`src/rtl/uart_tx_engine_if.sv`:
```
// ---------------------------------------------------------------------------
// uart_tx_engine_if
// Handshake and line bundle between the transmit holding register (master)
// and the UART transmit engine (slave).
//   START  : transmit request (valid), master -> engine
//   DATA   : frame payload, sampled when START && READY
//   BREAK  : level abort request
//   READY  : engine idle, START may be accepted
//   BUSY   : frame in progress (always !READY)
//   DONE   : one-cycle pulse when the last stop bit completes
//   TXD    : serial line, idles high
//   STATE  : engine state code for debug/status
// ---------------------------------------------------------------------------
interface uart_tx_engine_if #(
    parameter int DATA_BITS = 8
);
    logic                 START;
    logic [DATA_BITS-1:0] DATA;
    logic                 BREAK;
    logic                 READY;
    logic                 BUSY;
    logic                 DONE;
    logic                 TXD;
    logic [2:0]           STATE;

    modport master (
        output START, DATA, BREAK,
        input  READY, BUSY, DONE, TXD, STATE
    );

    modport slave (
        input  START, DATA, BREAK,
        output READY, BUSY, DONE, TXD, STATE
    );
endinterface

```
`src/rtl/uart_tx_engine.sv`:
```
// ---------------------------------------------------------------------------
// uart_tx_engine
// Bit-level UART transmit frame sequencer: start bit, DATA_BITS data bits
// LSB first, optional parity bit, STOP_BITS stop bits. Every bit lasts one
// period of the external baud tick BCLK.
//   CLK    : system clock
//   RESET  : asynchronous, active-low reset
//   BCLK   : one-CLK-wide baud tick, once per bit period
//   tx     : slave side of uart_tx_engine_if (START/DATA/BREAK in,
//            READY/BUSY/DONE/TXD/STATE out, all outputs registered)
// ---------------------------------------------------------------------------
module uart_tx_engine #(
    parameter int DATA_BITS  = 8,
    parameter int PARITY_EN  = 0,
    parameter int PARITY_ODD = 0,
    parameter int STOP_BITS  = 1
) (
    input  logic             CLK,
    input  logic             RESET,
    input  logic             BCLK,
    uart_tx_engine_if.slave  tx
);

    typedef enum logic [2:0] {
        ST_IDLE = 3'd0,
        ST_SYNC = 3'd1,
        ST_STRT = 3'd2,
        ST_DATA = 3'd3,
        ST_PAR  = 3'd4,
        ST_STOP = 3'd5
    } state_t;

    localparam logic [3:0] LAST_BIT   = 4'(DATA_BITS - 1);
    localparam logic [1:0] LAST_STOP  = 2'(STOP_BITS - 1);
    localparam logic       PAR_SENSE  = (PARITY_ODD != 0) ? 1'b1 : 1'b0;
    localparam logic       PAR_ENABLE = (PARITY_EN != 0) ? 1'b1 : 1'b0;

    state_t               state_r;
    logic [DATA_BITS-1:0] shift_r;
    logic [3:0]           bit_cnt_r;
    logic [1:0]           stop_cnt_r;
    logic                 parity_r;
    logic                 txd_r;
    logic                 ready_r;
    logic                 busy_r;
    logic                 done_r;

    // Fold one transmitted data bit into the running parity accumulator.
    function automatic logic par_step(input logic acc, input logic data_bit);
        return acc ^ data_bit;
    endfunction

    // Line value of the parity bit for a given accumulator.
    function automatic logic par_line(input logic acc);
        return acc ^ PAR_SENSE;
    endfunction

    // Frame sequencer: state, shift register, counters and registered outputs.
    always_ff @(posedge CLK or negedge RESET) begin
        if (!RESET) begin
            state_r    <= ST_IDLE;
            shift_r    <= '0;
            bit_cnt_r  <= 4'd0;
            stop_cnt_r <= 2'd0;
            parity_r   <= 1'b0;
            txd_r      <= 1'b1;
            ready_r    <= 1'b1;
            busy_r     <= 1'b0;
            done_r     <= 1'b0;
        end else begin
            done_r <= 1'b0;
            if (tx.BREAK && (state_r != ST_IDLE)) begin
                // Abort wins over any baud tick; no DONE for a broken frame.
                state_r    <= ST_IDLE;
                bit_cnt_r  <= 4'd0;
                stop_cnt_r <= 2'd0;
                txd_r      <= 1'b1;
                ready_r    <= 1'b1;
                busy_r     <= 1'b0;
            end else begin
                case (state_r)
                    ST_IDLE: begin
                        txd_r   <= 1'b1;
                        ready_r <= 1'b1;
                        busy_r  <= 1'b0;
                        // BCLK is deliberately ignored here: a tick coinciding
                        // with acceptance is not consumed, SYNC waits for the
                        // next one so the start bit is a full period.
                        if (tx.START && !tx.BREAK) begin
                            state_r    <= ST_SYNC;
                            shift_r    <= tx.DATA;
                            bit_cnt_r  <= 4'd0;
                            stop_cnt_r <= 2'd0;
                            parity_r   <= 1'b0;
                            ready_r    <= 1'b0;
                            busy_r     <= 1'b1;
                        end else begin
                            state_r <= ST_IDLE;
                        end
                    end
                    ST_SYNC: begin
                        if (BCLK) begin
                            state_r <= ST_STRT;
                            txd_r   <= 1'b0;
                        end else begin
                            txd_r <= 1'b1;
                        end
                    end
                    ST_STRT: begin
                        if (BCLK) begin
                            state_r   <= ST_DATA;
                            bit_cnt_r <= 4'd0;
                            txd_r     <= shift_r[0];
                        end else begin
                            txd_r <= 1'b0;
                        end
                    end
                    ST_DATA: begin
                        if (BCLK) begin
                            shift_r   <= {1'b0, shift_r[DATA_BITS-1:1]};
                            parity_r  <= par_step(parity_r, shift_r[0]);
                            bit_cnt_r <= bit_cnt_r + 4'd1;
                            if (bit_cnt_r == LAST_BIT) begin
                                if (PAR_ENABLE) begin
                                    state_r <= ST_PAR;
                                    // Parity must include the bit leaving now.
                                    txd_r   <= par_line(par_step(parity_r, shift_r[0]));
                                end else begin
                                    state_r    <= ST_STOP;
                                    stop_cnt_r <= 2'd0;
                                    txd_r      <= 1'b1;
                                end
                            end else begin
                                // Next data bit is the one about to become bit 0.
                                txd_r <= shift_r[1];
                            end
                        end else begin
                            txd_r <= shift_r[0];
                        end
                    end
                    ST_PAR: begin
                        if (BCLK) begin
                            state_r    <= ST_STOP;
                            stop_cnt_r <= 2'd0;
                            txd_r      <= 1'b1;
                        end else begin
                            txd_r <= par_line(parity_r);
                        end
                    end
                    ST_STOP: begin
                        txd_r <= 1'b1;
                        if (BCLK) begin
                            if (stop_cnt_r == LAST_STOP) begin
                                state_r    <= ST_IDLE;
                                stop_cnt_r <= 2'd0;
                                ready_r    <= 1'b1;
                                busy_r     <= 1'b0;
                                done_r     <= 1'b1;
                            end else begin
                                stop_cnt_r <= stop_cnt_r + 2'd1;
                            end
                        end else begin
                            stop_cnt_r <= stop_cnt_r;
                        end
                    end
                    default: begin
                        // Codes 6 and 7 are unreachable; recover to a safe idle line.
                        state_r    <= ST_IDLE;
                        bit_cnt_r  <= 4'd0;
                        stop_cnt_r <= 2'd0;
                        txd_r      <= 1'b1;
                        ready_r    <= 1'b1;
                        busy_r     <= 1'b0;
                    end
                endcase
            end
        end
    end

    assign tx.TXD   = txd_r;
    assign tx.READY = ready_r;
    assign tx.BUSY  = busy_r;
    assign tx.DONE  = done_r;
    assign tx.STATE = state_r;

endmodule

```
`src/flat_wrapper.sv`:
```
// flat-port wrapper written by rule: the top's interface ports become plain ports
module uart_tx_engine_flat 
#(
    parameter int DATA_BITS  = 8,
    parameter int PARITY_EN  = 0,
    parameter int PARITY_ODD = 0,
    parameter int STOP_BITS  = 1
)
  (CLK, RESET, BCLK, tx_START, tx_DATA, tx_BREAK, tx_READY, tx_BUSY, tx_DONE, tx_TXD, tx_STATE);
  uart_tx_engine_if #(.DATA_BITS(DATA_BITS)) tx_i ();
  input  logic CLK;
  input  logic RESET;
  input  logic BCLK;
  input wire logic [$bits(tx_i.START)-1:0] tx_START;
  input wire logic [$bits(tx_i.DATA)-1:0] tx_DATA;
  input wire logic [$bits(tx_i.BREAK)-1:0] tx_BREAK;
  output wire logic [$bits(tx_i.READY)-1:0] tx_READY;
  output wire logic [$bits(tx_i.BUSY)-1:0] tx_BUSY;
  output wire logic [$bits(tx_i.DONE)-1:0] tx_DONE;
  output wire logic [$bits(tx_i.TXD)-1:0] tx_TXD;
  output wire logic [$bits(tx_i.STATE)-1:0] tx_STATE;
  assign tx_i.START = tx_START;
  assign tx_i.DATA = tx_DATA;
  assign tx_i.BREAK = tx_BREAK;
  assign tx_READY = tx_i.READY;
  assign tx_BUSY = tx_i.BUSY;
  assign tx_DONE = tx_i.DONE;
  assign tx_TXD = tx_i.TXD;
  assign tx_STATE = tx_i.STATE;
  uart_tx_engine #(.DATA_BITS(DATA_BITS), .PARITY_EN(PARITY_EN), .PARITY_ODD(PARITY_ODD), .STOP_BITS(STOP_BITS)) u_core (.CLK(CLK), .RESET(RESET), .BCLK(BCLK), .tx(tx_i));
endmodule
```
`config.mk`:
```
export PLATFORM = sky130hd
export DESIGN_NAME = uart_tx_engine_flat
export DESIGN_NICKNAME = d
export VERILOG_FILES = /design/src/rtl/uart_tx_engine_if.sv /design/src/rtl/uart_tx_engine.sv /design/src/flat_wrapper.sv
export SDC_FILE = /design/constraint.sdc
export NUM_CORES = 1
export LEC_CHECK = 0
export CAP_MARGIN = 40
export CORE_ASPECT_RATIO = 0.6
export CORE_UTILIZATION = 30
export CTS_BUF_LIST = sky130_fd_sc_hd__clkbuf_16
export DETAILED_ROUTE_END_ITERATION = 8
export PLACE_DENSITY = 0.59
export SYNTH_ARGS = -nofsm -noshare
export SYNTH_HDL_FRONTEND = slang
export SYNTH_SLANG_ARGS = --single-unit
```
`constraint.sdc`:
```
create_clock -name CLK -period 2 [get_ports CLK]
set_input_delay 0.6 -clock CLK [delete_from_list [all_inputs] [get_ports CLK]]
set_output_delay 0.6 -clock CLK [all_outputs]
set_load 0.01 [all_outputs]
```
Word-level counts from Yosys, hierarchy flattened:

Cells that the tools add are included.

* flip-flop bits (word level): 22
* input port bits: 13
* output and inout bits: 7
* word-level logic and storage cells: 97

* $add $sub $neg: 2
* equal/unequal tests: 19
* muxes and demuxes: 50
* bitwise gates (word level): 2
* reductions and logical operators: 15

Operator list (number)
* $mux W3: 8
* $mux W1: 21
* $pmux W3 S6: 1
* $mux W4: 4
* $mux W8: 2
* $pmux W4 S4: 1
* $pmux W8 S2: 1
* $ne A3 B2 Y1 const B: 5
* $mux W2: 7
* $pmux W2 S5: 1
* $ne A3 B1 Y1 const B: 3
* $ne A2 B1 Y1 const B: 4
* $reduce_and A4 Y1: 2
* $reduce_and A7 Y1: 1
* $eq A3 B2 Y1 const B: 2
* $eq A3 B3 Y1 const B: 2
* $pmux W1 S3: 2
* $reduce_and A6 Y1: 1
* $add A4 B1 Y4 const B: 1
* $eq A4 B3 Y1 const B: 1
* $pmux W1 S4: 1
* $reduce_or A4 Y1: 1
* $eq A3 B1 Y1 const B: 1
* $logic_not A3 Y1: 1
* 13 further kinds: 14

Logic depth before layout (Yosys ltp):

Gate-level depths: netlist of run 1.

* depth in word-level cells: 5
* gate-level depth with buffers: 7
* depth with buffers taken out: 6

Least setup slack after synthesis of run 1:

Ideal clock, no wire load.

* kind: input-to-reg
* from: in tx_BREAK
* to: reg u_core.bit_cnt_r[3]
* library setup time: 0.125 ns
* arrival time: 1.547 ns
* data required time: 1.875 ns
* setup slack: 0.328 ns
* cell stages on the path: 4
* buffers on the path: 0
* cells stage by stage: or4b_1 > a32o_2 > o21ai_2 > o31ai_1

* word-level cells in the longest chain between the ends: 4
* elaborated cells between the ends (all ways): 9
* those cells by class: eq/ne (4); mux (1); reduce/logical (4)

Ends and longest elaborated chain
* start, declared: RTL line flat_wrapper.sv:16 `input wire logic [$bits(tx_i.BREAK)-1:0] tx_BREAK;`
* $logic_not A1 Y1: RTL line uart_tx_engine.sv:89 `if (tx.START && !tx.BREAK) begin`
* $logic_and A1 B1 Y1: RTL line uart_tx_engine.sv:89
* $ne A3 B1 Y1 (no line)
* $reduce_and A4 Y1 (no line)
* end signal, assigned: RTL line uart_tx_engine.sv:122 `bit_cnt_r <= bit_cnt_r + 4'd1;`
* end, declared: RTL line uart_tx_engine.sv:40 `logic [3:0] bit_cnt_r;`

Parallel ways exist; a longest one is shown, timed or not.
A chain may end at the register's enable or synchronous reset.

Worst setup path after layout of run 1:

* from: in tx_START
* to: reg u_core.bit_cnt_r[2]

* word-level cells in the longest chain between the ends: 3

Ends and longest elaborated chain
* start, declared: RTL line flat_wrapper.sv:14 `input wire logic [$bits(tx_i.START)-1:0] tx_START;`
* $logic_and A1 B1 Y1: RTL line uart_tx_engine.sv:89
* $ne A3 B1 Y1 (no line)
* $reduce_and A4 Y1 (no line)

No other way between the ends.

==> impl_results.md, run 1 <==
- Min-delay src: u_core.tx.READY
- WP data required: ~2.1 ns
- XOR/XNOR Fraction of Synth Area: 1.44%
- DRT iter0 DRCs: 98
- Cell depth of the worst hold path: 2
- DP HPWL: 2.05 mm
- Setup violators final: 0
- Core Region: 0.00379 mm²
- WL/cell: 12.8 µm
- Syn nets: 146
- Slew headroom: between 60% and 70%
- Post-synthesis compound-gate area fraction: a little over a fifth
- Power density cells: around 740 mW/mm²
- Worst-Margin Slew: around 0.45 ns
- DR vias/cell: 5.07
- Synth Area per Inst: 9.38 µm²
- R2r worst-path depth: 5
- Largest family of logic cells by synthesized area: compound AO/OA/AOI/OAI gates
- CP arrival: 2.08 ns
- R2R Path Start: u_core.tx.STATE[0]
- Area occupied by registers: 554 µm²
- Critical path class: input pin to flip-flop
- CP endpoint kind: flip-flop
- Post-Synth Simple-Gate Area: 17.3%
- Adder-cell share of the synthesized area: 3.08%
- Cell Area, Synth: 0.00122 mm²
- Fraction of layout cells with a size suffix above 1: 16.4%
- Yosys warns: 0
- Via count of the first global-routing pass: 986
- CTS Hold Bufs: 0
- Worst Hold Class: flip-flop to flip-flop
- Slew Viols, Final: 0
- Deepest clock path buffer count: 2
- Fmax: roughly 520 MHz
- Syn-to-layout area delta: 32.5%
- First-pass GRT wire length: about 4.5 mm
- Initial antenna violation count: 0
- Via count: 1044
- Fin nets: roughly 180
- Clk Latency, worst-skew pair: 0.25 ns
- CTS root buffer: clkbuf_16
- Clock slew at reported path FFs: 0.06 ns
- Crit share post-route: a little over nine tenths
- Crit start category: input pin
- Port buffer count: 19
- H-Tree Depth: 1
- GP Congestion: ~0.91
- # fillers: 368
- Sequential share of the synthesized area: 45.3%
- CTS tree: built
- Netlist cell types: 38
- Setup bufs post-CTS: 0
- Drt pass-1 iters: 4
- Final hold vios: 0
- Gate count after technology mapping: 130
- Maximum vdd drop: 0.279 mV
- Layout Utilization: a little over two fifths
- Rows: 17
- Crit path from: tx_START
- Total grt overflow: 0
- Final min period: 1.94 ns
- Final wirelength: 2.64 mm
- Total track usage: a little over an eighth
- RSZ-0062 raised after global routing: no
- Leak: approximately 0.75 nW
- DRC violations left: 0
- Full die area: 0.00433 mm²
- Post-DRT Antenna Nets: 0
- Hold Slack: 0.464 ns
- I/O pin total: 20
- Max cap viols: 0
- Multi-input logic area: 593 µm²
- Die height: ~51 µm
- Flops & latches, synth: 22
- Worst clock skew: between 0.0015 and 0.002 ns
- Largest net degree at the start of global routing: 23
- Mux contribution to synthesized area: under 10%
- Status: finished, final reports clean
- Die X: approximately 84 µm
- Antenna cells: 0
- CTS Buf Count: 3
- Initial Util: about a third
- CP max FO: 5
- Total clock sinks: 22
[critical path, cell delays in order]
cell,delay (ns)
clkdlybuf4s50_1,0.49
or4b_4,0.46
a32o_2,0.32
o21ai_1,0.13
o21ai_1,0.07
[power breakdown]
group	internal (mW)	leakage, nW	switching (mW)
combinational	0.124	0.435	0.117
sequential	0.507	0.273	0.0370
clock	0.266	0.0385	0.150
total	0.897	0.746	0.304
[layout make-up]
class,count,share of cell area [%]
Clock buffer,3,4.64
Tap cell,47,3.64
Clock inverter,1,0.232
Inverter,9,2.09
Timing Repair Buffer,33,18.4
Multi-Input combinational cell,91,36.7
Sequential cell,22,34.3
[cell families (layout without fill, tap and decap cells)]
kind of cell	count (synthesis)	in the layout
flip-flops	22	22
adder cells (fa/ha/maj)	3	3
multiplexers	6	6
AO/OA/AOI/OAI	39	39
AND/OR/NAND/NOR	41	41
buffers and inverters	17	46
XOR/XNOR	2	2
[registers in the layout, indices dropped and copies added (netlist names)]
register / count
u_core.shift_r: 8
u_core.bit_cnt_r: 4
u_core.tx.STATE: 3
u_core.stop_cnt_r: 2
u_core.parity_r: 1
u_core.tx.BUSY: 1
u_core.tx.DONE: 1
u_core.tx.READY: 1
u_core.tx.TXD: 1
[stage by stage]
step | setup TNS [ns] | cell area (µm²) | worst slack [ns] | power (mW) | cells
6_report | 0 | 1620 | 0.0587 | 1.20 | 206
4_1_cts | 0 | 1610 | 0.00872 | 1.22 | 206
3_3_place_gp | -0.902 | 1530 | -0.183 | 0.783 | 202
3_5_place_dp | -1.40 | 1530 | -0.237 | 0.791 | 202
2_1_floorplan | 0 | 1220 | 0.328 | 0.688 | 130
5_1_grt | 0 | 1620 | 0.00417 | 1.27 | 206
[cell usage after synthesis]
cell	instances	area share, %
a2111oi_0	1	0.72
a21o_1	3	1.8
a21oi_1	10	4.1
a221o_1	1	0.82
a221oi_1	3	2.2
a22o_1	3	2.2
a31oi_1	1	0.51
a32o_2	1	0.92
and2_1	2	1.0
and3_1	1	0.51
and4bb_2	1	1.0
buf_2	5	2.1
buf_6	1	0.92
clkbuf_1	2	0.62
dfrtp_1	20	41
dfstp_2	2	4.3
ha_1	3	3.1
inv_1	9	2.8
mux2i_1	6	4.9
nand2_1	8	2.5
nand2b_1	1	0.51
nand3_1	5	2.1
nand3b_1	2	1.2
nor2_1	14	4.3
nor2b_1	2	1.0
nor3_1	2	0.82
nor3b_2	1	1.0
o211ai_1	2	1.2
o21a_1	1	0.62
o21ai_0	6	2.5
o21ai_1	3	1.2
o21ai_2	1	0.72
o2bb2ai_1	1	0.72
o311ai_0	1	0.72
o31ai_1	1	0.62
or2_2	1	0.51
or4b_1	1	0.82
xor2_1	2	1.4
[placed cells by master (no fill, tap or decap), types with 3 or more instances in the layout]
cell type / n
a21o_1: 3
a21oi_1: 10
a221oi_1: 3
a22o_1: 3
buf_4: 14
clkbuf_16: 3
clkdlybuf4s50_1: 18
dfrtp_1: 19
ha_1: 3
inv_1: 9
mux2i_1: 6
nand2_1: 8
nand3_1: 5
nor2_1: 14
o21ai_0: 6
o21ai_1: 3
[metal layers]
layer / GRT usage [%] / share of wire (%)
met2: 22.5 / 45
met1: 17.7 / 51
met5: 0 / 0
met4: 4.60 / 1.0
met3: 3.39 / 2.7
[repair_timing]
item                       in CTS  in global routing
setup endpoints to repair       0                  4
gates resized for setup         0                  3
hold endpoints to repair        0                  0
[path summary, 6_finish.rpt]
check / slack [ns] / to
max: 0.06 / u_core.bit_cnt_r[2]
min: 0.46 / u_core.tx.READY
max reg2reg: 0.36 / u_core.stop_cnt_r[1]
min reg2reg: 0.46 / u_core.tx.READY
max in group asynchronous: 1.02 / u_core.tx.READY
min in group asynchronous: 0.70 / u_core.tx.STATE[0]
No activity file was read; power rests on OpenSTA's default activity.
==> inputs of run 2 (changes only) <==
--- a/config.mk
+++ b/config.mk
@@ -10,6 +10,7 @@
 export CORE_UTILIZATION = 30
 export CTS_BUF_LIST = sky130_fd_sc_hd__clkbuf_16
 export DETAILED_ROUTE_END_ITERATION = 8
+export GPL_TIMING_DRIVEN = 1
 export PLACE_DENSITY = 0.59
 export SYNTH_ARGS = -nofsm -noshare
 export SYNTH_HDL_FRONTEND = slang
==> results of run 2 <==
Final layout, timing and power as in run 1 (identical DEF).
==> inputs of run 3 (changes only) <==
--- a/config.mk
+++ b/config.mk
@@ -5,6 +5,7 @@
 export SDC_FILE = /design/constraint.sdc
 export NUM_CORES = 1
 export LEC_CHECK = 0
+export ABC_CLOCK_PERIOD_IN_PS = 2000
 export CAP_MARGIN = 40
 export CORE_ASPECT_RATIO = 0.6
 export CORE_UTILIZATION = 30
==> results of run 3 <==
Final layout, timing and power as in run 1 (identical DEF).
